`src/rtl/dmem_arbiter_if.sv`:
```
// Bus bundle between the MEM stage, the DMA/loader port and data_memory.
// The slave modport is the arbiter's view; master is the surrounding system.
interface dmem_arbiter_if #(
   parameter int ADDR_W = 32
);
   logic              core_rd_en;
   logic              core_wd_en;
   logic [2:0]        core_op_sel;
   logic [ADDR_W-1:0] core_addr;
   logic [31:0]       core_data_w;
   logic [31:0]       core_data_r;
   logic              stallM;

   logic              dma_req_valid;
   logic              dma_req_ready;
   logic              dma_req_we;
   logic [ADDR_W-1:0] dma_req_addr;
   logic [31:0]       dma_req_wdata;
   logic              dma_rsp_valid;
   logic [31:0]       dma_rsp_rdata;

   logic              mem_w_en;
   logic              mem_r_en;
   logic [2:0]        mem_op_sel;
   logic [ADDR_W-1:0] mem_addr;
   logic [31:0]       mem_data_w;
   logic [31:0]       mem_data_r;

   modport slave (
      input  core_rd_en, core_wd_en, core_op_sel, core_addr, core_data_w,
      output core_data_r, stallM,
      input  dma_req_valid, dma_req_we, dma_req_addr, dma_req_wdata,
      output dma_req_ready, dma_rsp_valid, dma_rsp_rdata,
      output mem_w_en, mem_r_en, mem_op_sel, mem_addr, mem_data_w,
      input  mem_data_r
   );

   modport master (
      output core_rd_en, core_wd_en, core_op_sel, core_addr, core_data_w,
      input  core_data_r, stallM,
      output dma_req_valid, dma_req_we, dma_req_addr, dma_req_wdata,
      input  dma_req_ready, dma_rsp_valid, dma_rsp_rdata,
      input  mem_w_en, mem_r_en, mem_op_sel, mem_addr, mem_data_w,
      output mem_data_r
   );
endinterface

```
`src/rtl/dmem_arbiter.sv`:
```
// Data-memory arbiter: core has priority, a starving DMA request forces a
// bounded burst window (core stalled), followed by one cooldown cycle.
// Optional statistics counters are enabled with the DMEM_ARB_STATS_EN macro.
module dmem_arbiter #(
   parameter int STARVE_LIMIT = 4,
   parameter int BURST_MAX    = 4,
   parameter int ADDR_W       = 32
) (
   input  logic            clk,
   input  logic            rst,
   dmem_arbiter_if.slave   bus
`ifdef DMEM_ARB_STATS_EN
   ,
   input  logic            stats_clr,
   output logic [31:0]     stall_cycles,
   output logic [31:0]     dma_beats
`endif
);

   typedef enum logic [1:0] {IDLE, DMA_OWN, COOL} state_t;

   state_t      state;
   logic [3:0]  starve_cnt;
   logic [4:0]  beat_cnt;
   logic        rsp_valid;
   logic [31:0] rsp_rdata;

   logic        core_acc;
   logic        ready;
   logic        stall;
   logic        beat;
   logic        core_grant;
   logic        unused_addr_bits;

   // Grant decode: ready/stall come only from state and core_acc, never from stall itself
   always_comb begin
      core_acc = bus.core_rd_en | bus.core_wd_en;
      ready    = 1'b0;
      stall    = 1'b0;
      if (!rst) begin
         case (state)
            IDLE:    ready = ~core_acc;
            DMA_OWN: begin
               ready = 1'b1;
               stall = core_acc;
            end
            default: ready = 1'b0;
         endcase
      end
      beat       = bus.dma_req_valid & ready;
      core_grant = ~rst & core_acc & ~stall;
   end

   // Memory port mux; a DMA beat and a core grant are mutually exclusive by construction
   always_comb begin
      bus.mem_w_en   = 1'b0;
      bus.mem_r_en   = 1'b0;
      bus.mem_op_sel = 3'b000;
      bus.mem_addr   = '0;
      bus.mem_data_w = 32'h0;
      if (beat) begin
         bus.mem_w_en   = bus.dma_req_we;
         bus.mem_r_en   = ~bus.dma_req_we;
         bus.mem_op_sel = 3'b010;
         bus.mem_addr   = {bus.dma_req_addr[ADDR_W-1:2], 2'b00};
         bus.mem_data_w = bus.dma_req_wdata;
      end else if (core_grant) begin
         bus.mem_w_en   = bus.core_wd_en;
         bus.mem_r_en   = bus.core_rd_en;
         bus.mem_op_sel = bus.core_op_sel;
         bus.mem_addr   = bus.core_addr;
         bus.mem_data_w = bus.core_data_w;
      end
   end

   assign unused_addr_bits  = &{1'b0, bus.dma_req_addr[1:0]};
   assign bus.core_data_r   = bus.mem_data_r;
   assign bus.stallM        = stall;
   assign bus.dma_req_ready = ready;
   assign bus.dma_rsp_valid = rsp_valid;
   assign bus.dma_rsp_rdata = rsp_rdata;

   // Ownership FSM with starvation/burst counters and the registered DMA response
   always_ff @(posedge clk) begin
      if (rst) begin
         state      <= IDLE;
         starve_cnt <= 4'd0;
         beat_cnt   <= 5'd0;
         rsp_valid  <= 1'b0;
         rsp_rdata  <= 32'h0;
      end else begin
         rsp_valid <= beat;
         if (beat) begin
            rsp_rdata <= bus.dma_req_we ? 32'h0 : bus.mem_data_r;
         end
         case (state)
            IDLE: begin
               if (!bus.dma_req_valid || beat) begin
                  starve_cnt <= 4'd0;
               end else begin
                  if (starve_cnt != 4'(STARVE_LIMIT)) begin
                     starve_cnt <= starve_cnt + 4'd1;
                  end
                  if (starve_cnt == 4'(STARVE_LIMIT - 1)) begin
                     state    <= DMA_OWN;
                     beat_cnt <= 5'd0;
                  end
               end
            end
            DMA_OWN: begin
               starve_cnt <= 4'd0;
               if (!bus.dma_req_valid) begin
                  state <= COOL;
               end else begin
                  beat_cnt <= beat_cnt + 5'd1;
                  if (beat_cnt == 5'(BURST_MAX - 1)) begin
                     state <= COOL;
                  end
               end
            end
            COOL:    state <= IDLE;
            default: state <= IDLE;
         endcase
      end
   end

`ifdef DMEM_ARB_STATS_EN
   // Stall-cycle and accepted-beat counters; a clear wins over a coincident event
   always_ff @(posedge clk) begin
      if (rst || stats_clr) begin
         stall_cycles <= 32'h0;
         dma_beats    <= 32'h0;
      end else begin
         if (stall) begin
            stall_cycles <= stall_cycles + 32'd1;
         end
         if (beat) begin
            dma_beats <= dma_beats + 32'd1;
         end
      end
   end
`endif

endmodule

```
`src/flat_wrapper.sv`:
```
// flat-port wrapper written by rule: the top's interface ports become plain ports
module dmem_arbiter_flat 
#(
   parameter int STARVE_LIMIT = 4,
   parameter int BURST_MAX    = 4,
   parameter int ADDR_W       = 32
)
  (clk, rst, bus_core_rd_en, bus_core_wd_en, bus_core_op_sel, bus_core_addr, bus_core_data_w, bus_core_data_r, bus_stallM, bus_dma_req_valid, bus_dma_req_we, bus_dma_req_addr, bus_dma_req_wdata, bus_dma_req_ready, bus_dma_rsp_valid, bus_dma_rsp_rdata, bus_mem_w_en, bus_mem_r_en, bus_mem_op_sel, bus_mem_addr, bus_mem_data_w, bus_mem_data_r);
  dmem_arbiter_if #(.ADDR_W(ADDR_W)) bus_i ();
  input  logic clk;
  input  logic rst;
  input wire logic [$bits(bus_i.core_rd_en)-1:0] bus_core_rd_en;
  input wire logic [$bits(bus_i.core_wd_en)-1:0] bus_core_wd_en;
  input wire logic [$bits(bus_i.core_op_sel)-1:0] bus_core_op_sel;
  input wire logic [$bits(bus_i.core_addr)-1:0] bus_core_addr;
  input wire logic [$bits(bus_i.core_data_w)-1:0] bus_core_data_w;
  output wire logic [$bits(bus_i.core_data_r)-1:0] bus_core_data_r;
  output wire logic [$bits(bus_i.stallM)-1:0] bus_stallM;
  input wire logic [$bits(bus_i.dma_req_valid)-1:0] bus_dma_req_valid;
  input wire logic [$bits(bus_i.dma_req_we)-1:0] bus_dma_req_we;
  input wire logic [$bits(bus_i.dma_req_addr)-1:0] bus_dma_req_addr;
  input wire logic [$bits(bus_i.dma_req_wdata)-1:0] bus_dma_req_wdata;
  output wire logic [$bits(bus_i.dma_req_ready)-1:0] bus_dma_req_ready;
  output wire logic [$bits(bus_i.dma_rsp_valid)-1:0] bus_dma_rsp_valid;
  output wire logic [$bits(bus_i.dma_rsp_rdata)-1:0] bus_dma_rsp_rdata;
  output wire logic [$bits(bus_i.mem_w_en)-1:0] bus_mem_w_en;
  output wire logic [$bits(bus_i.mem_r_en)-1:0] bus_mem_r_en;
  output wire logic [$bits(bus_i.mem_op_sel)-1:0] bus_mem_op_sel;
  output wire logic [$bits(bus_i.mem_addr)-1:0] bus_mem_addr;
  output wire logic [$bits(bus_i.mem_data_w)-1:0] bus_mem_data_w;
  input wire logic [$bits(bus_i.mem_data_r)-1:0] bus_mem_data_r;
  assign bus_i.core_rd_en = bus_core_rd_en;
  assign bus_i.core_wd_en = bus_core_wd_en;
  assign bus_i.core_op_sel = bus_core_op_sel;
  assign bus_i.core_addr = bus_core_addr;
  assign bus_i.core_data_w = bus_core_data_w;
  assign bus_core_data_r = bus_i.core_data_r;
  assign bus_stallM = bus_i.stallM;
  assign bus_i.dma_req_valid = bus_dma_req_valid;
  assign bus_i.dma_req_we = bus_dma_req_we;
  assign bus_i.dma_req_addr = bus_dma_req_addr;
  assign bus_i.dma_req_wdata = bus_dma_req_wdata;
  assign bus_dma_req_ready = bus_i.dma_req_ready;
  assign bus_dma_rsp_valid = bus_i.dma_rsp_valid;
  assign bus_dma_rsp_rdata = bus_i.dma_rsp_rdata;
  assign bus_mem_w_en = bus_i.mem_w_en;
  assign bus_mem_r_en = bus_i.mem_r_en;
  assign bus_mem_op_sel = bus_i.mem_op_sel;
  assign bus_mem_addr = bus_i.mem_addr;
  assign bus_mem_data_w = bus_i.mem_data_w;
  assign bus_i.mem_data_r = bus_mem_data_r;
  dmem_arbiter #(.STARVE_LIMIT(STARVE_LIMIT), .BURST_MAX(BURST_MAX), .ADDR_W(ADDR_W)) u_core (.clk(clk), .rst(rst), .bus(bus_i));
endmodule
```
`config.mk`:
```
export PLATFORM = sky130hd
export DESIGN_NAME = dmem_arbiter_flat
export DESIGN_NICKNAME = d
export VERILOG_FILES = /design/src/rtl/dmem_arbiter_if.sv /design/src/rtl/dmem_arbiter.sv /design/src/flat_wrapper.sv
export SDC_FILE = /design/constraint.sdc
export NUM_CORES = 1
export LEC_CHECK = 0
export ABC_AREA = 1
export CAP_MARGIN = 15
export CORE_AREA = 2 2 118 120
export CTS_CLUSTER_SIZE = 10
export DETAILED_ROUTE_END_ITERATION = 16
export DIE_AREA = 0 0 120 122
export PLACE_DENSITY = 0.66
export RECOVER_POWER = 25
export SYNTH_ARGS = -nofsm -noshare
export SYNTH_HDL_FRONTEND = slang
export SYNTH_SLANG_ARGS = --single-unit
```
`constraint.sdc`:
```
create_clock -name clk -period 3.3 [get_ports clk]
set_clock_uncertainty 0.15 [all_clocks]
set_input_delay 0.99 -clock clk [delete_from_list [all_inputs] [get_ports clk]]
set_output_delay 0.99 -clock clk [all_outputs]
set_load 0.02 [all_outputs]
```
==> flow_summary_export.csv, run 1 <==
group,metric,value,unit
sta,totalNegativeSetupSlack,0,ns
synth,synthTopCellsByArea,"dfxtp_1 (28%), nand2_1 (21%), nand3_1 (17%), buf_4 (7.7%), a21oi_1 (6.6%)",
critical_path,r2r_slack,1.13,ns
finish,finalNetCount,962,
sta,slew_violations,0,
synth,ys_types,29,
synth,yosys.area.top_type,"dfxtp_1",
global_routing,grt_antenna_before_repair,0,
power,p_switching,0.497,mW
detailed_routing,route.met3.wl,1270,um
detailed_routing,vias,4305,
detailed_routing,wirelength,14900,um
detailed_routing,viasPerCell,4.44,
placement,portBuffers,302,
hold_path,worstHoldStart,"u_core.bus.dma_rsp_rdata[24]",
synth,ys_ff_latch,44,
power,ir_drop,0.395,mV
hold_path,hold_depth,2,
clock_network,htree_levels,2,
sta,maxSlewHeadroom,54.7,%
sta,tightest_slew,0.680,ns
die,start_util,23.2,%
clock_network,cts_sinks,44,
hold_path,hp-class,"flop to flop",
global_routing,grt_pass1_vias,4120,
critical_path,cp_data_arrival_time,2.15,ns
finish,drive_above_1_share,19.1,%
critical_path,critPathMaxStageDelay,0.64,ns
power,internal_power,1.32,mW
die,core_area,13500,sq um
global_routing,grt_max_degree,43,
detailed_routing,route.met2.wl,7130,um
finish,fin_util,47.6,%
synth,synth_cells,504,
power,power.share.clock,34.6,%
critical_path,path_buf_inv,2,
critical_path,critPathKind,"primary input to output port",
critical_path,rr_worst_depth,9,
placement,pre_cts_slack,-0.772,ns
power,power_frac_comb,35.5,%
finish,antenna_cells,0,
critical_path,cpMostUsedCell,"clkdlybuf4s50_1",
die,die_area,14600,sq um
clock_network,cts-root-buf,"clkbuf_16",
placement,globalplace.congestion,0.799,
critical_path,timing.rr.start,"u_core.state[1]",
detailed_routing,dr.pass1.iters,4,
global_routing,grt_pass1_wl,21900,um
synth,synth_area,3130,sq um
global_routing,grt_overflow,0,
finish,area_growth,105,%
sta,fin_crit,3.29,ns
critical_path,cp_max_fo,2,
clock_network,tritoncts,"yes",
synth,yosysTopAreaCellShare,28.1,%
power,swShare,27.4,%
synth,ys.flop_type,"dfxtp_1",
synth,synth_async_sr_flop_share,0,%
detailed_routing,wl_met1,6230,um
synth,yosys_warnings,0,
power,p_leak,2.93,nW
critical_path,critPathLaunchType,"primary input",
synth,synth.most_common_cell,"nand2_1",
synth,syn_nets,676,
clock_network,clk_pin_slew_worst_paths,0.06,ns
die,io_pins,305,
critical_path,crit_chain,"clkdlybuf4s50_1 -> clkdlybuf4s50_1",
clock_network,cts_buffer_depth,2,
critical_path,cpMaxStageDelayCell,"clkdlybuf4s50_1",
power,seqPwrFrac,29.9,%
clock_network,cts_buffers,5,
die,rows,43,
sta,rsz0062_at_grt,"true",
detailed_routing,initialDrtViolationCount,240,
hold_path,whs_endpoint,"u_core.bus.dma_rsp_rdata[24]",
sta,setup_viol,0,
synth,synth_common_cells,"nand2_1 (172), nand3_1 (107), dfxtp_1 (44), a21oi_1 (41), buf_4 (32)",
detailed_routing,top_layer,"met4",
clock_network,clock_latency,0.28,ns
global_routing,grt.total_usage,18.9,%
critical_path,crit_path_end_kind,"output port",
placement,hpwlAfterDp,11000,um
sta,fmax,0.304,GHz
detailed_routing,wire_per_inst,15.4,um
detailed_routing,drc,0,
critical_path,worstPathRequired,2.16,ns
die,die_x,120,um
critical_path,critPathTopFamily,"buffers and inverters",
critical_path,reg2reg_to,"u_core.bus.dma_rsp_rdata[6]",
die,die_y,122,um
synth,seq_area_frac_synth,28.1,%
sta,finalCritPeriodShare,99.6,%
flow_run,drv_cap,0,
power,p_per_area,283,nW/um^2
synth,synth_edf_count,0,
detailed_routing,ant_nets,0,
sta,final_hold_viol_count,0,
sta,layout_setup_ws,0.0116,ns
synth,avgSynthCellArea,6.21,sq um
outcome,status,"finished clean",
[worst max-delay path by stage]
stage / startpoint / to / slack (ns) / depth (start not counted)
after CTS: bus_mem_data_r[12] / bus_core_data_r[12] / 0.03 / 2
final: bus_mem_data_r[20] / bus_core_data_r[20] / 0.01 / 2
after global placement: rst / bus_mem_data_w[26] / -0.74 / 7
after floorplan: rst / bus_mem_w_en / 0.03 / 7
after global routing: rst / bus_mem_op_sel[0] / -0.03 / 9
after detailed placement: bus_core_rd_en / bus_mem_data_w[19] / -0.77 / 10
[metal layers]
layer,vias up,track usage (%)
li1,2181,-
met4,0,5.07
met3,16,4.78
met1,1920,23.2
met2,188,33.0
met5,-,0
[power by group through the flow]
| stage | logic, mW | registers, mW | clock network [mW] |
|---|---|---|---|
| 2_1_floorplan | 0.244 | 0.560 | 0 |
| 3_3_place_gp | 0.640 | 0.554 | 0 |
| 3_5_place_dp | 0.639 | 0.554 | 0 |
| 4_1_cts | 0.649 | 0.542 | 0.644 |
| 5_1_grt | 0.683 | 0.543 | 0.662 |
| 6_report | 0.645 | 0.542 | 0.629 |
[logic make-up (layout without fill, tap and decap cells)]
logic type	after synthesis	after routing	share of synthesized area [%]
flops	44	44	28.1
xor+xnor	3	3	0.839
fa+ha+maj	3	3	1.20
simple gates	319	319	44.8
compound gates	46	46	7.47
buf+inv	89	375	17.5
[layout by cell type, fill, tap and decap left out, types with 3 or more instances in the layout]
cell             netlist  layout
nor2_1                20      19
a21oi_1               41      41
clkdlybuf4s50_1        0     207
nor2_4                 1       3
buf_16                 0       3
ha_1                   3       3
buf_4                 32      44
nand2_1              172     165
buf_6                  7       9
clkbuf_16              0       5
nand2_2               11      18
dlygate4sd3_1          0      20
inv_1                 16      16
buf_12                 0       9
dfxtp_1               44      44
buf_2                 10      45
nand3_1              107     107
dlygate4sd2_1          0       3
[state kept, by name, indices dropped and copies added, names as in the netlist]
| name | cells |
|---|---|
| u_core.beat_cnt | 5 |
| u_core.starve_cnt | 4 |
| u_core.bus.dma_rsp_valid | 1 |
| u_core.state | 2 |
| u_core.bus.dma_rsp_rdata | 32 |
[final cells by class]
class                   instances  area [sq um]
clock inverters                 2          60.1
well taps                     180           225
clock buffers                   5           125
inverters                      21          93.8
repair inverters                1          8.76
repair buffers                346          3290
flip-flops and latches         44           881
fillers                      1363          7080
multi-input cells             371          1740
[through the flow]
stage               power, mW  cells  hold WS (ns)  cell area [sq um]
floorplan               0.805    504         0.333               3130
global placement         1.19    950         0.300               6210
detailed placement       1.19    950         0.305               6210
CTS                      1.84    970         0.314               6410
global route             1.89    970         0.327               6420
finish                   1.82    970         0.309               6420
[repair_timing]
item / 4_1_cts / 5_1_grt
gates cloned: 5 / 0
pin swaps: 5 / 3
hold buffers: 0 / 0
resized for setup: 303 / 7
setup buffers: 8 / 0
setup endpoints to repair: 71 / 18
(Power assumes the default switching activity.)
==> run 2: changes to the inputs <==
PLACE_DENSITY = 0.69   (was 0.66)
clock period = 2.91 ns   (was 3.3 ns; I/O delays follow)
==> flow_summary_export.csv, run 2 (synthesis gave the netlist of run 1 again) <==
group,metric,value,unit
die,core_area,13500,sq um
finish,finalNetCount,992,
detailed_routing,wire_per_inst,16.0,um
critical_path,r2r_slack,0.90,ns
global_routing,grt_antenna_before_repair,0,
detailed_routing,route.met3.wl,1330,um
placement,hpwlAfterDp,11600,um
critical_path,critPathKind,"primary input to output port",
finish,fin_util,54.4,%
hold_path,worstHoldStart,"u_core.bus.dma_rsp_rdata[25]",
power,p_leak,3.38,nW
detailed_routing,wl_met1,6810,um
die,die_area,14600,sq um
global_routing,grt_max_degree,48,
detailed_routing,vias,4510,
sta,rsz0062_at_grt,"true",
finish,largest_reg_flops,32,
sta,final_hold_viol_count,0,
critical_path,crit_chain,"buf_8 -> o21ai_4 -> nand2_2 -> inv_4 -> nand2_8 -> inv_12 -> buf_12 -> buf_12 -> nand2_4 -> nand2_4 -> buf_12",
finish,fill_cells,1254,
detailed_routing,top_layer,"met4",
clock_network,clock_latency,0.28,ns
hold_path,whs_endpoint,"u_core.bus.dma_rsp_rdata[25]",
sta,tightest_slew,0.669,ns
placement,portBuffers,302,
finish,final_common_cell,"clkdlybuf4s50_1",
critical_path,critPathMaxStageDelay,0.14,ns
die,io_pins,305,
critical_path,cpMaxStageDelayCell,"o21ai_4",
finish,antenna_cells,0,
detailed_routing,viasPerCell,4.51,
critical_path,critPathTopFamily,"buffers and inverters",
critical_path,reg2reg_to,"u_core.bus.dma_rsp_rdata[22]",
die,die_x,120,um
clock_network,cts_hold_buf,0,
clock_network,clk_pin_slew_worst_paths,0.06,ns
critical_path,cp_data_arrival_time,1.98,ns
finish,area_growth,135,%
clock_network,cts_sinks,44,
critical_path,cpMostUsedCell,"buf_12",
clock_network,cts_buffers,5,
sta,slew_violations,0,
detailed_routing,initialDrtViolationCount,363,
die,die_y,122,um
placement,globalplace.congestion,0.829,
sta,fmax,0.333,GHz
outcome,status,"complete, but fails checks",
power,ir_drop,0.304,mV
critical_path,rr_worst_depth,12,
global_routing,grt_overflow,0,
finish,register_area,881,sq um
critical_path,path_buf_inv,6,
critical_path,timing.rr.start,"u_core.state[1]",
clock_network,tritoncts,"yes",
finish,drive_above_1_share,30.2,%
global_routing,grt_pass1_wl,23500,um
sta,maxSlewHeadroom,55.4,%
critical_path,critPathLaunchType,"primary input",
sta,totalNegativeSetupSlack,-2.05,ns
critical_path,crit_path_end_kind,"output port",
power,p_per_area,297,nW/um^2
detailed_routing,wirelength,16000,um
detailed_routing,route.met2.wl,7450,um
die,start_util,23.2,%
flow_run,drv_cap,0,
sta,finalCritPeriodShare,103,%
critical_path,worstPathRequired,1.89,ns
global_routing,grt.total_usage,20.3,%
finish,final_cell_mix,"clkdlybuf4s50_1 (195), nand3_1 (107), nand2_1 (99)",
clock_network,cts-root-buf,"clkbuf_16",
global_routing,grt_pass1_vias,4348,
detailed_routing,drc,0,
detailed_routing,ant_nets,0,
clock_network,cts_buffer_depth,2,
placement,pre_cts_slack,-0.877,ns
critical_path,cp_max_fo,7,
die,rows,43,
sta,setup_viol,48,
sta,fin_crit,3.00,ns
detailed_routing,dr.pass1.iters,5,
clock_network,htree_levels,2,
sta,layout_setup_ws,-0.0901,ns
hold_path,hp-class,"flop to flop",
hold_path,hold_depth,2,
outcome,failed_checks,"negative setup slack",
finish,multi_input_area,2110,sq um
-- run 2: cell count changes in the layout (fill, tap and decap cells not counted), sizes merged --
cell / change
dlygate4sd2: +31
buf: +26
dlygate4sd3: -20
clkdlybuf4s50: -12
clkbuf: +6
bufbuf: -1
-- run 2: layer usage --
metal | up-vias | global-route usage, %
met4 | 0 | 6.25
met2 | 208 | 33.6
met5 | - | 0
met1 | 2046 | 26.1
met3 | 25 | 5.06
li1 | 2231 | -
-- run 2: cell type report --
type,instances,area share [%]
clock buffers,5,1.70
clock inverters,2,0.818
inverters,21,1.28
multi-input cells,371,28.7
flip-flops and latches,44,12.0
well taps,180,3.07
repair buffers,376,52.3
repair inverters,1,0.119
-- run 2: power by group --
group | switching (mW) | total [mW] | internal, mW
logic | 0.382 | 0.849 | 0.467
clock network | 0.231 | 0.718 | 0.487
registers | 0.00440 | 0.615 | 0.610
-- run 2: worst min-delay path, cell delays in order, from the launching register on --
cell,delay [ns]
dfxtp_1,0.31
nand2_1,0.06
a21oi_1,0.05
-- run 2: worst max path at each step --
stage / from / to / slack (ns) / cells after the start
finish: bus_core_wd_en / bus_mem_data_w[25] / -0.09 / 11
global route: bus_core_wd_en / bus_mem_data_w[27] / -0.14 / 11
CTS: bus_core_rd_en / bus_mem_addr[27] / -0.12 / 11
detailed placement: rst / bus_mem_data_w[14] / -0.88 / 10
global placement: bus_core_rd_en / bus_mem_addr[17] / -0.86 / 8
floorplan: rst / bus_mem_data_w[10] / 0.001 / 10
-- run 2: through the flow --
| stage | instance area (sq um) | std cells | hold slack, ns | total power, mW |
|---|---|---|---|---|
| final | 7340 | 1000 | 0.313 | 2.18 |
| after global routing | 7340 | 1000 | 0.328 | 2.26 |
| after CTS | 7160 | 998 | 0.314 | 2.16 |
| after detailed placement | 6460 | 976 | 0.304 | 1.40 |
| after global placement | 6460 | 976 | 0.301 | 1.40 |
| after floorplan | 3130 | 504 | 0.333 | 0.913 |
-- run 2: timing repair --
item                                    in CTS  in global routing
pin swaps                                   11                 12
hold endpoints to repair                     0                  0
buffers inserted                            10                  3
cloned                                       5                  3
endpoints found under the setup margin     103                 70
resized for setup                          469                 74
==> run 3: changes to the inputs <==
CORE_AREA = 3 3 119 121   (was 2 2 118 120)
DIE_AREA = 0 0 122 124   (was 0 0 120 122)
GPL_TIMING_DRIVEN = 0   (was default)
==> flow_summary_export.csv, run 3 (synthesis gave the netlist of run 1 again) <==
group,metric,value,unit
outcome,status,"complete, but fails checks",
outcome,failed_checks,"negative setup slack",
critical_path,cp_data_arrival_time,2.09,ns
sta,tightest_slew,0.488,ns
sta,finalCritPeriodShare,107,%
critical_path,worstPathRequired,1.89,ns
global_routing,grt_pass1_wl,24800,um
die,start_util,23.7,%
hold_path,hold_depth,2,
finish,antenna_cells,0,
sta,layout_setup_ws,-0.203,ns
clock_network,cts_buffers,5,
power,p_leak,3.59,nW
detailed_routing,viasPerCell,4.49,
sta,maxSlewHeadroom,67.5,%
hold_path,hp-class,"flop to flop",
finish,drive_above_1_share,37.7,%
critical_path,critPathLaunchType,"primary input",
critical_path,cpMaxStageDelayCell,"o21ai_4",
finish,area_growth,148,%
finish,final_cell_mix,"clkdlybuf4s50_1 (195), nand3_1 (97), buf_6 (73)",
placement,hpwlAfterDp,12400,um
global_routing,grt_overflow,0,
sta,slew_violations,0,
critical_path,critPathKind,"primary input to output port",
critical_path,crit_chain,"buf_8 -> o21ai_4 -> nand2_2 -> inv_4 -> nand2_8 -> clkinv_8 -> buf_12 -> buf_12 -> buf_12 -> buf_6 -> nand2_4 -> nand2_4 -> buf_6",
critical_path,r2r_slack,1.16,ns
sta,setup_viol,63,
flow_run,drv_cap,0,
finish,fin_util,58.8,%
clock_network,cts_sinks,44,
critical_path,critPathMaxStageDelay,0.13,ns
critical_path,crit_path_start,"bus_core_rd_en",
finish,finalNetCount,1018,
detailed_routing,vias,4595,
clock_network,cts_buffer_depth,2,
die,die_x,122,um
clock_network,htree_levels,2,
sta,fmax,0.321,GHz
global_routing,grt.total_usage,21.1,%
clock_network,clock_latency,0.28,ns
finish,largest_reg_flops,32,
finish,final_common_cell,"clkdlybuf4s50_1",
sta,fin_crit,3.11,ns
die,io_pins,305,
critical_path,crit_path_end_kind,"output port",
power,ir_drop,0.227,mV
die,core_area,13200,sq um
clock_network,tritoncts,"yes",
detailed_routing,drc,0,
critical_path,cpMostUsedCell,"buf_12",
critical_path,cp_max_fo,5,
detailed_routing,initialDrtViolationCount,215,
power,p_per_area,282,nW/um^2
detailed_routing,wirelength,17700,um
critical_path,cp-endpoint,"bus_mem_data_w[27]",
critical_path,reg2reg_to,"u_core.bus.dma_rsp_rdata[14]",
clock_network,cts-root-buf,"clkbuf_16",
global_routing,grt_pass1_vias,4433,
placement,globalplace.congestion,0.852,
critical_path,timing.rr.start,"u_core.state[0]",
detailed_routing,ant_nets,0,
die,rows,42,
detailed_routing,dr.pass1.iters,4,
global_routing,grt_max_degree,15,
sta,final_hold_viol_count,0,
placement,portBuffers,300,
critical_path,rr_worst_depth,10,
sta,rsz0062_at_grt,"true",
global_routing,grt_antenna_before_repair,0,
detailed_routing,wire_per_inst,17.3,um
die,die_area,15100,sq um
clock_network,clk_pin_slew_worst_paths,0.06,ns
clock_network,cts_hold_buf,0,
placement,pre_cts_slack,-1.50,ns
die,die_y,124,um
==> run 3: changes by cell type in the layout (fill, tap and decap cells not counted), moves of 3 or more <==
cell,delta
nand2_2,+20
clkbuf_8,+3
buf_2,+6
clkbuf_1,+5
nand3_1,-10
nand2_1,-35
nand2_4,+15
buf_12,-4
nand3_4,+3
buf_8,+5
nand3_2,+7
buf_6,+14
==> run 3: worst max-delay path: cells and delay by family <==
kind / cells / cell delay, ns
compound gates: 1 / 0.13
buf+inv: 8 / 0.81
simple gates: 4 / 0.26
==> run 3: where the power goes <==
part	internal, mW	switching (mW)
clock	0.430	0.242
sequential	0.610	0.00441
combinational	0.493	0.408
total	1.53	0.655
==> run 3: per-stage QoR <==
stage / power [mW] / instance area [sq um] / instances / hold WS, ns / TNS, ns
finish: 2.19 / 7760 / 1023 / 0.314 / -4.86
global route: 2.27 / 7760 / 1023 / 0.328 / -8.08
CTS: 2.16 / 7560 / 1025 / 0.313 / -6.91
detailed placement: 1.38 / 6350 / 980 / 0.305 / -95.65
global placement: 1.38 / 6350 / 980 / 0.301 / -96.44
floorplan: 0.913 / 3130 / 504 / 0.333 / 0
==> run 3: how the worst min path moves through the flow <==
stage / startpoint / to
3_5_place_dp: u_core.bus.dma_rsp_rdata[19] / u_core.bus.dma_rsp_rdata[19]
6_report: u_core.bus.dma_rsp_rdata[6] / u_core.bus.dma_rsp_rdata[6]
2_1_floorplan: u_core.starve_cnt[3] / u_core.starve_cnt[3]
5_1_grt: u_core.bus.dma_rsp_rdata[8] / u_core.bus.dma_rsp_rdata[8]
4_1_cts: u_core.bus.dma_rsp_rdata[29] / u_core.bus.dma_rsp_rdata[29]
3_3_place_gp: u_core.bus.dma_rsp_rdata[25] / u_core.bus.dma_rsp_rdata[25]
==> run 3: what timing repair did <==
| item | in CTS | in global routing |
|---|---|---|
| resized for setup | 630 | 91 |
| setup buffers | 31 | 11 |
| cloned | 7 | 1 |
| pin swaps | 3 | 4 |
| endpoints found under the setup margin | 103 | 69 |
==> run 3: layout make-up <==
| class | count | area [sq um] |
|---|---|---|
| Fill cell | 1143 | 5430 |
| Timing Repair Buffer | 342 | 3550 |
| Multi-Input combinational cell | 371 | 2360 |
| Sequential cell | 44 | 882 |
| Buffer | 61 | 474 |
| Tap cell | 176 | 220 |
| Clock buffer | 6 | 139 |
| Inverter | 21 | 95.1 |
| Clock inverter | 2 | 38.8 |
==> run 3: layer usage <==
metal | vias up | global-route usage [%] | share of wire [%]
li1 | 2295 | - | -
met1 | 2078 | 26.0 | 39
met2 | 196 | 37.0 | 49
met3 | 26 | 6.31 | 9.8
met4 | 0 | 3.43 | 1.9
met5 | - | 0 | 0
==> RTL change 1: new RTL, settings of run 1 <==
`ADDR_W` is set to 32 in 3 places; all go to 24.
--- a/src/rtl/dmem_arbiter_if.sv
+++ b/src/rtl/dmem_arbiter_if.sv
@@ -3,3 +3,3 @@
 interface dmem_arbiter_if #(
-   parameter int ADDR_W = 32
+   parameter int ADDR_W = 24
 );
--- a/src/rtl/dmem_arbiter.sv
+++ b/src/rtl/dmem_arbiter.sv
@@ -6,3 +6,3 @@
    parameter int BURST_MAX    = 4,
-   parameter int ADDR_W       = 32
+   parameter int ADDR_W       = 24
 ) (
--- a/src/flat_wrapper.sv
+++ b/src/flat_wrapper.sv
@@ -5,3 +5,3 @@
    parameter int BURST_MAX    = 4,
-   parameter int ADDR_W       = 32
+   parameter int ADDR_W       = 24
 )
Interface: changed (resized bus_core_addr, bus_dma_req_addr and bus_mem_addr); port bits go from 305 to 281. No check against the original RTL was run, so the function may have changed too.
==> RTL change 1 against run 1 <==
  * Clock power decreased by 8.7%
  * Count of clock-buffer cells in the layout stayed put
  * Worst setup slack improved by 0.025 ns
  * Non-clock buffer count is 24 lower
  * Final area shrank 2.5%
  * Sequential cell count unchanged
  * Final cell count shrank 4.8%
  * Wire length rose by 1.0%
  * First-iteration DRC count fell by 29%
  * Combinational power is 2% lower
  * Power down 3.6%
  * Synthesized area decreased by 6.2%
  * Largest cell class unchanged
==> RTL change 1: results (changes against run 1) <==
| Metric | Value |
|---|---|
| Mapped Cells | 478 (-5.2%) |
| Synth Warn # | 0 (unchanged) |
| Max reg flops | 32 (unchanged) |
| Global-route wire length before repair | 21720 um (-0.79%) |
| CTS Buf Count | 5 (unchanged) |
| Ys async rst share | 0% (unchanged) |
| Placer Congestion | 0.8366 (+4.7%) |
| H-Tree Depth | 2 (unchanged) |
| Worst-margin pin slew | 0.9466 ns (+0.2668 ns) |
| Post-synthesis mux area share | 0% (unchanged) |
| DRT Wirelength | 15060 um (+1.0%) |
| Fill cells | 1400 (+2.7%) |
| Largest net degree at the start of global routing | 34 (-21%) |
| Worst-path clk slew | 0.06 ns (about the same) |
| Post-synth cell types | 26 (-10%) |
| CTS root buffer | clkbuf_16 |
| Cell family with the largest share of critical-path delay | buffers and inverters |
| Initial antenna violation count | 0 (unchanged) |
| DRT iter0 DRCs | 171 (-29%) |
| Place WS | -0.8440 ns (-0.07242 ns) |
| IO Port Bufs | 278 (-7.9%) |
| Clock Path Buffers | 2 (unchanged) |
| Synth Area in Adders | 1.278% (+0.079 points) |
| Largest family of logic cells by synthesized area | simple AND/OR/NAND/NOR gates |
| DP Wirelength | 10930 um (-0.82%) |
| Status | finished, final reports clean |
| Worst reg2reg setup slack | 0.91 ns (-0.22 ns) |
| Layout cell share with drive strength beyond 1 | 19.65% (+0.54 points) |
| Switching Power | 0.5068 mW (+1.9%) |
| Vias in the first global route | 3770 (-8.5%) |
| Vias post-DR | 4046 (-6.0%) |
| Fraction of the mapped netlist area in compound gates | 7.453% (-0.018 points) |
| Post-placement cell count | 901 (-5.2%) |
| Sequential-to-total area share from yosys stat | 29.98% (+1.9 points) |
| Worst Path Max Fanout | 2 (unchanged) |
| List of most frequent post-synthesis cells | nand2_1 (168), nand3_1 (99), dfxtp_1 (44) |
| DR pass1 iterations | 4 (unchanged) |
| Synth Net Count | 634 (-6.2%) |
| CP Data Arrival Time | 2.12 ns (-0.03 ns) |
| Synth area leaders | dfxtp_1 (30%), nand2_1 (21%), nand3_1 (17%), buf_4 (9.2%), a21oi_1 (6.6%) |
| VDD IR max | 206.0 uV (-48%) |
| XOR/XNOR Fraction of Synth Area | 1.193% (+0.35 points) |
| Leak | 2.723 nW (-7.2%) |
| Diodes inserted | 0 (unchanged) |
| Fin crit period | 3.263 ns (-0.02505 ns) |
| Total GRT Usage | 19.30% (+0.38 points) |
| Peak per-stage delay on the critical path | 0.62 ns (-0.02 ns) |
| Clk_lat worst skew | a little under 0.3 ns |
| Hold WC Path Type | reg2reg |
| Slowest CP cell | clkdlybuf4s50_1 |
| DR vias/cell | 4.384 (-1.2%) |
## RTL change 1: cell count changes after synthesis, moves of 2 or more
cell	run 1	this run
nand2_2	11	0
nand3_1	107	99
buf_4	32	36
buf_6	7	3
clkbuf_1	17	13
nand2_1	172	168
nor2_1	20	23
a21oi_1	41	39
buf_2	10	12
buf_8	2	0
## RTL change 1: routing by layer
| layer | track usage, % | part of all wire (%) | vias up |
|---|---|---|---|
| met1 | 23.04 | 39 | 1790 |
| met4 | 5.588 | 1.8 | 0 |
| met5 | 0 | 0 | - |
| li1 | - | - | 2043 |
| met2 | 32.49 | 49 | 197 |
| met3 | 7.069 | 11 | 16 |
## RTL change 1: final timing paths
path                                  endpoint  depth (start not counted)                         from
hold reg to reg    u_core.bus.dma_rsp_rdata[5]                          2  u_core.bus.dma_rsp_rdata[5]
hold / removal     u_core.bus.dma_rsp_rdata[5]                          2  u_core.bus.dma_rsp_rdata[5]
setup reg to reg  u_core.bus.dma_rsp_rdata[10]                         11              u_core.state[0]
setup / recovery           bus_core_data_r[20]                          2           bus_mem_data_r[20]
## RTL change 1: metrics by stage
step	hold WS [ns]	instance area [sq um]	TNS, ns
finish	0.3116	6260	0
detailed placement	0.3051	5817	-45.39
global placement	0.3004	5817	-45.03
floorplan	0.3270	2938	0
CTS	0.3145	6227	-0.04725
global route	0.3288	6260	0
## RTL change 1: cell families (layout without fill, tap and decap cells)
family	count (synthesis)	after routing
simple gates	297	297
xor+xnor	4	4
buf+inv	87	352
fa+ha+maj	3	3
compound gates	43	43
flops	44	44
## RTL change 1: repair_timing
action,4_1_cts,5_1_grt
setup endpoints to repair,63,62
gates cloned,6,0
setup buffers,8,0
endpoints found under the hold margin,0,0
hold buffers,0,0
gates resized for setup,348,27
pin swaps,19,9
## RTL change 1: power by group through the flow
| stage | clock network [mW] | registers [mW] | logic (mW) |
|---|---|---|---|
| after global routing | 0.616 | 0.542 | 0.673 |
| after global placement | 0 | 0.554 | 0.592 |
| after detailed placement | 0 | 0.554 | 0.591 |
| after floorplan | 0 | 0.561 | 0.222 |
| final | 0.574 | 0.542 | 0.635 |
| after CTS | 0.593 | 0.542 | 0.636 |
## RTL change 1: final cells by class
cell class	count	area share, %
Multi-Input combinational cell	347	27.18
Clock inverter	3	0.6796
Inverter	22	1.439
Tap cell	180	3.598
Timing Repair Buffer	322	51.03
Sequential cell	44	14.07
Clock buffer	5	1.999
==> RTL change 2: new RTL, config.mk and constraints of run 1 <==
Made on the original files. The 3 states of `state_t` get a one-hot encoding in 3 bits.
--- a/src/rtl/dmem_arbiter.sv
+++ b/src/rtl/dmem_arbiter.sv
@@ -19,3 +19,3 @@
 
-   typedef enum logic [1:0] {IDLE, DMA_OWN, COOL} state_t;
+   typedef enum logic [2:0] {IDLE = 3'b001, DMA_OWN = 3'b010, COOL = 3'b100} state_t;
 
Function: same outputs for any inputs over 10 cycles, from zero or initial values and one cycle with rst high; not proved beyond that.
==> RTL change 2 against run 1 <==
  * Die area did not move
  * Power increased by 2.7%
  * Core utilization rose by 1.5 points
  * Register-to-register slack improved by 0.10 ns
  * Wire length up 1.8%
  * Sequential cell count increased by 1
  * Synthesized area is 1.5% lower
  * Final area is 3.2% higher
  * Worst setup slack improved by 0.016 ns
  * Critical path type unchanged
  * Largest cell class unchanged
  * Largest power group is now clock
==> RTL change 2: results (changes against run 1) <==
| Metric | Value |
|---|---|
| Status | finished, final reports clean |
| Total GRT Usage | 18.84% (-0.081 points) |
| Ys async rst share | 0% (unchanged) |
| Cell family with the largest share of critical-path delay | buffers and inverters |
| Worst setup path start | bus_core_rd_en |
| Largest net degree at the start of global routing | 43 (unchanged) |
| Reg2reg end | u_core.bus.dma_rsp_rdata[19] |
| Area after DPL | 6172 sq um (-0.56%) |
| Placer Congestion | 0.8421 (+5.3%) |
| Worst R2R Path Depth | 13 (+4) |
| Worst-path clk slew | 0.06 ns (about the same) |
| Leak | 2.914 nW (-0.63%) |
| Vias in the first global route | 3826 (-7.1%) |
| Crit Reg-Reg Startpoint | u_core.state[1] |
| Fill cells | 1346 (-1.2%) |
| Combinational share of power | 35.1% (-0.4 points) |
| List of most frequent post-synthesis cells | nand2_1 (118), inv_1 (81), nand3_1 (47) |
| Post-placement cell count | 950 (unchanged) |
| IO Port Bufs | 302 (unchanged) |
| Peak per-stage delay on the critical path | 0.17 ns (-0.47 ns) |
| Synth Area per Inst | 6.183 sq um (-0.49%) |
| CTS root buffer | clkbuf_16 |
| Slowest CP cell | buf_4 |
| DRT iter0 DRCs | 242 (+0.83%) |
| Hold path start | u_core.bus.dma_rsp_rdata[9] |
| Post-CTS sizing | 346 (+14%) |
| Setup Buffers After CTS | 5 (-3) |
| FMAX | 0.3055 GHz (+0.48%) |
| CP Data Arrival Time | 2.13 ns (-0.02 ns) |
| Layout cell share with drive strength beyond 1 | 20.89% (+1.8 points) |
| DRT Wirelength | 15180 um (+1.8%) |
| Global-route wire length before repair | 21360 um (-2.5%) |
| Flip-flop and latch area | 900.9 sq um (+2.3%) |
| Worst reg2reg setup slack | 1.23 ns (+0.10 ns) |
| Max reg flops | 32 (unchanged) |
| Place WS | -0.9793 ns (-0.2077 ns) |
| Clock Path Buffers | 2 (unchanged) |
| Worst Path Max Fanout | 12 (+10) |
| Pwr Total | 1.865 mW (+2.7%) |
| Initial antenna violation count | 0 (unchanged) |
| P_seq | 0.556 mW (+3%) |
| H-Tree Depth | 2 (unchanged) |
| Layout Nets | 961 (-0.10%) |
| Synth Flop Type | dfxtp_1 |
| Hold WC Path Type | reg2reg |
| DP Wirelength | 11190 um (+1.6%) |
| Sequential-to-total area share from yosys stat | 29.20% (+1.1 points) |
| CTS Buf Count | 5 (unchanged) |
| Final ANT Viol Nets | 0 (unchanged) |
| Clk_lat worst skew | a little under 0.3 ns |
| Post-synth cell types | 30 (+3.4%) |
| Synth Warn # | 0 (unchanged) |
| VDD IR max | 243.0 uV (-39%) |
| Synth Net Count | 671 (-0.74%) |
| Vias post-DR | 4136 (-3.9%) |
| Critical Path Sink | bus_mem_addr[12] |
| Worst-margin pin slew | 0.4735 ns (-0.2063 ns) |
| Switching Power | 0.5227 mW (+5.1%) |
| Synth area leaders | dfxtp_1 (29%), nand2_1 (14%), inv_1 (9.9%), buf_4 (8.5%), nand3_1 (7.6%) |
-- RTL change 2: changes by cell type after synthesis, sizes merged, moves of 3 or more --
cell	before	now
buf	51	48
nand3	107	47
nand2	184	121
o21ai	3	65
nor3	0	3
nor2	23	16
inv	20	84
clkbuf	17	12
-- RTL change 2: cell families after synthesis --
logic type | Yosys count | synth area share, %
simple gates | 192 | 26.84
xor+xnor | 4 | 1.136
buf+inv | 145 | 23.52
compound gates | 110 | 18.09
flops | 45 | 29.20
fa+ha+maj | 3 | 1.217
-- RTL change 2: worst min-delay path by stage --
| stage | end | slack (ns) | depth (start not counted) |
|---|---|---|---|
| after CTS | u_core.bus.dma_rsp_rdata[11] | 0.31 | 2 |
| after detailed placement | u_core.bus.dma_rsp_rdata[11] | 0.30 | 2 |
| final | u_core.bus.dma_rsp_rdata[9] | 0.31 | 2 |
| after global routing | u_core.bus.dma_rsp_rdata[9] | 0.32 | 2 |
| after global placement | u_core.bus.dma_rsp_rdata[8] | 0.30 | 2 |
| after floorplan | u_core.beat_cnt[3] | 0.32 | 2 |
-- RTL change 2: routing by layer --
| layer | wire length [um] | track usage, % | vias to the layer above |
|---|---|---|---|
| met5 | 0 | 0 | - |
| met4 | 105 | 5.000 | 0 |
| met3 | 1431 | 5.243 | 6 |
| met2 | 7380 | 31.57 | 191 |
| met1 | 6263 | 23.79 | 1825 |
| li1 | - | - | 2114 |
-- RTL change 2: final cells by class --
type	instances	area share, %
clock inverters	3	1.039
flip-flops and latches	45	13.60
repair buffers	342	50.34
inverters	85	5.042
well taps	180	3.399
multi-input cells	309	24.45
clock buffers	5	1.888
repair inverters	1	0.2455
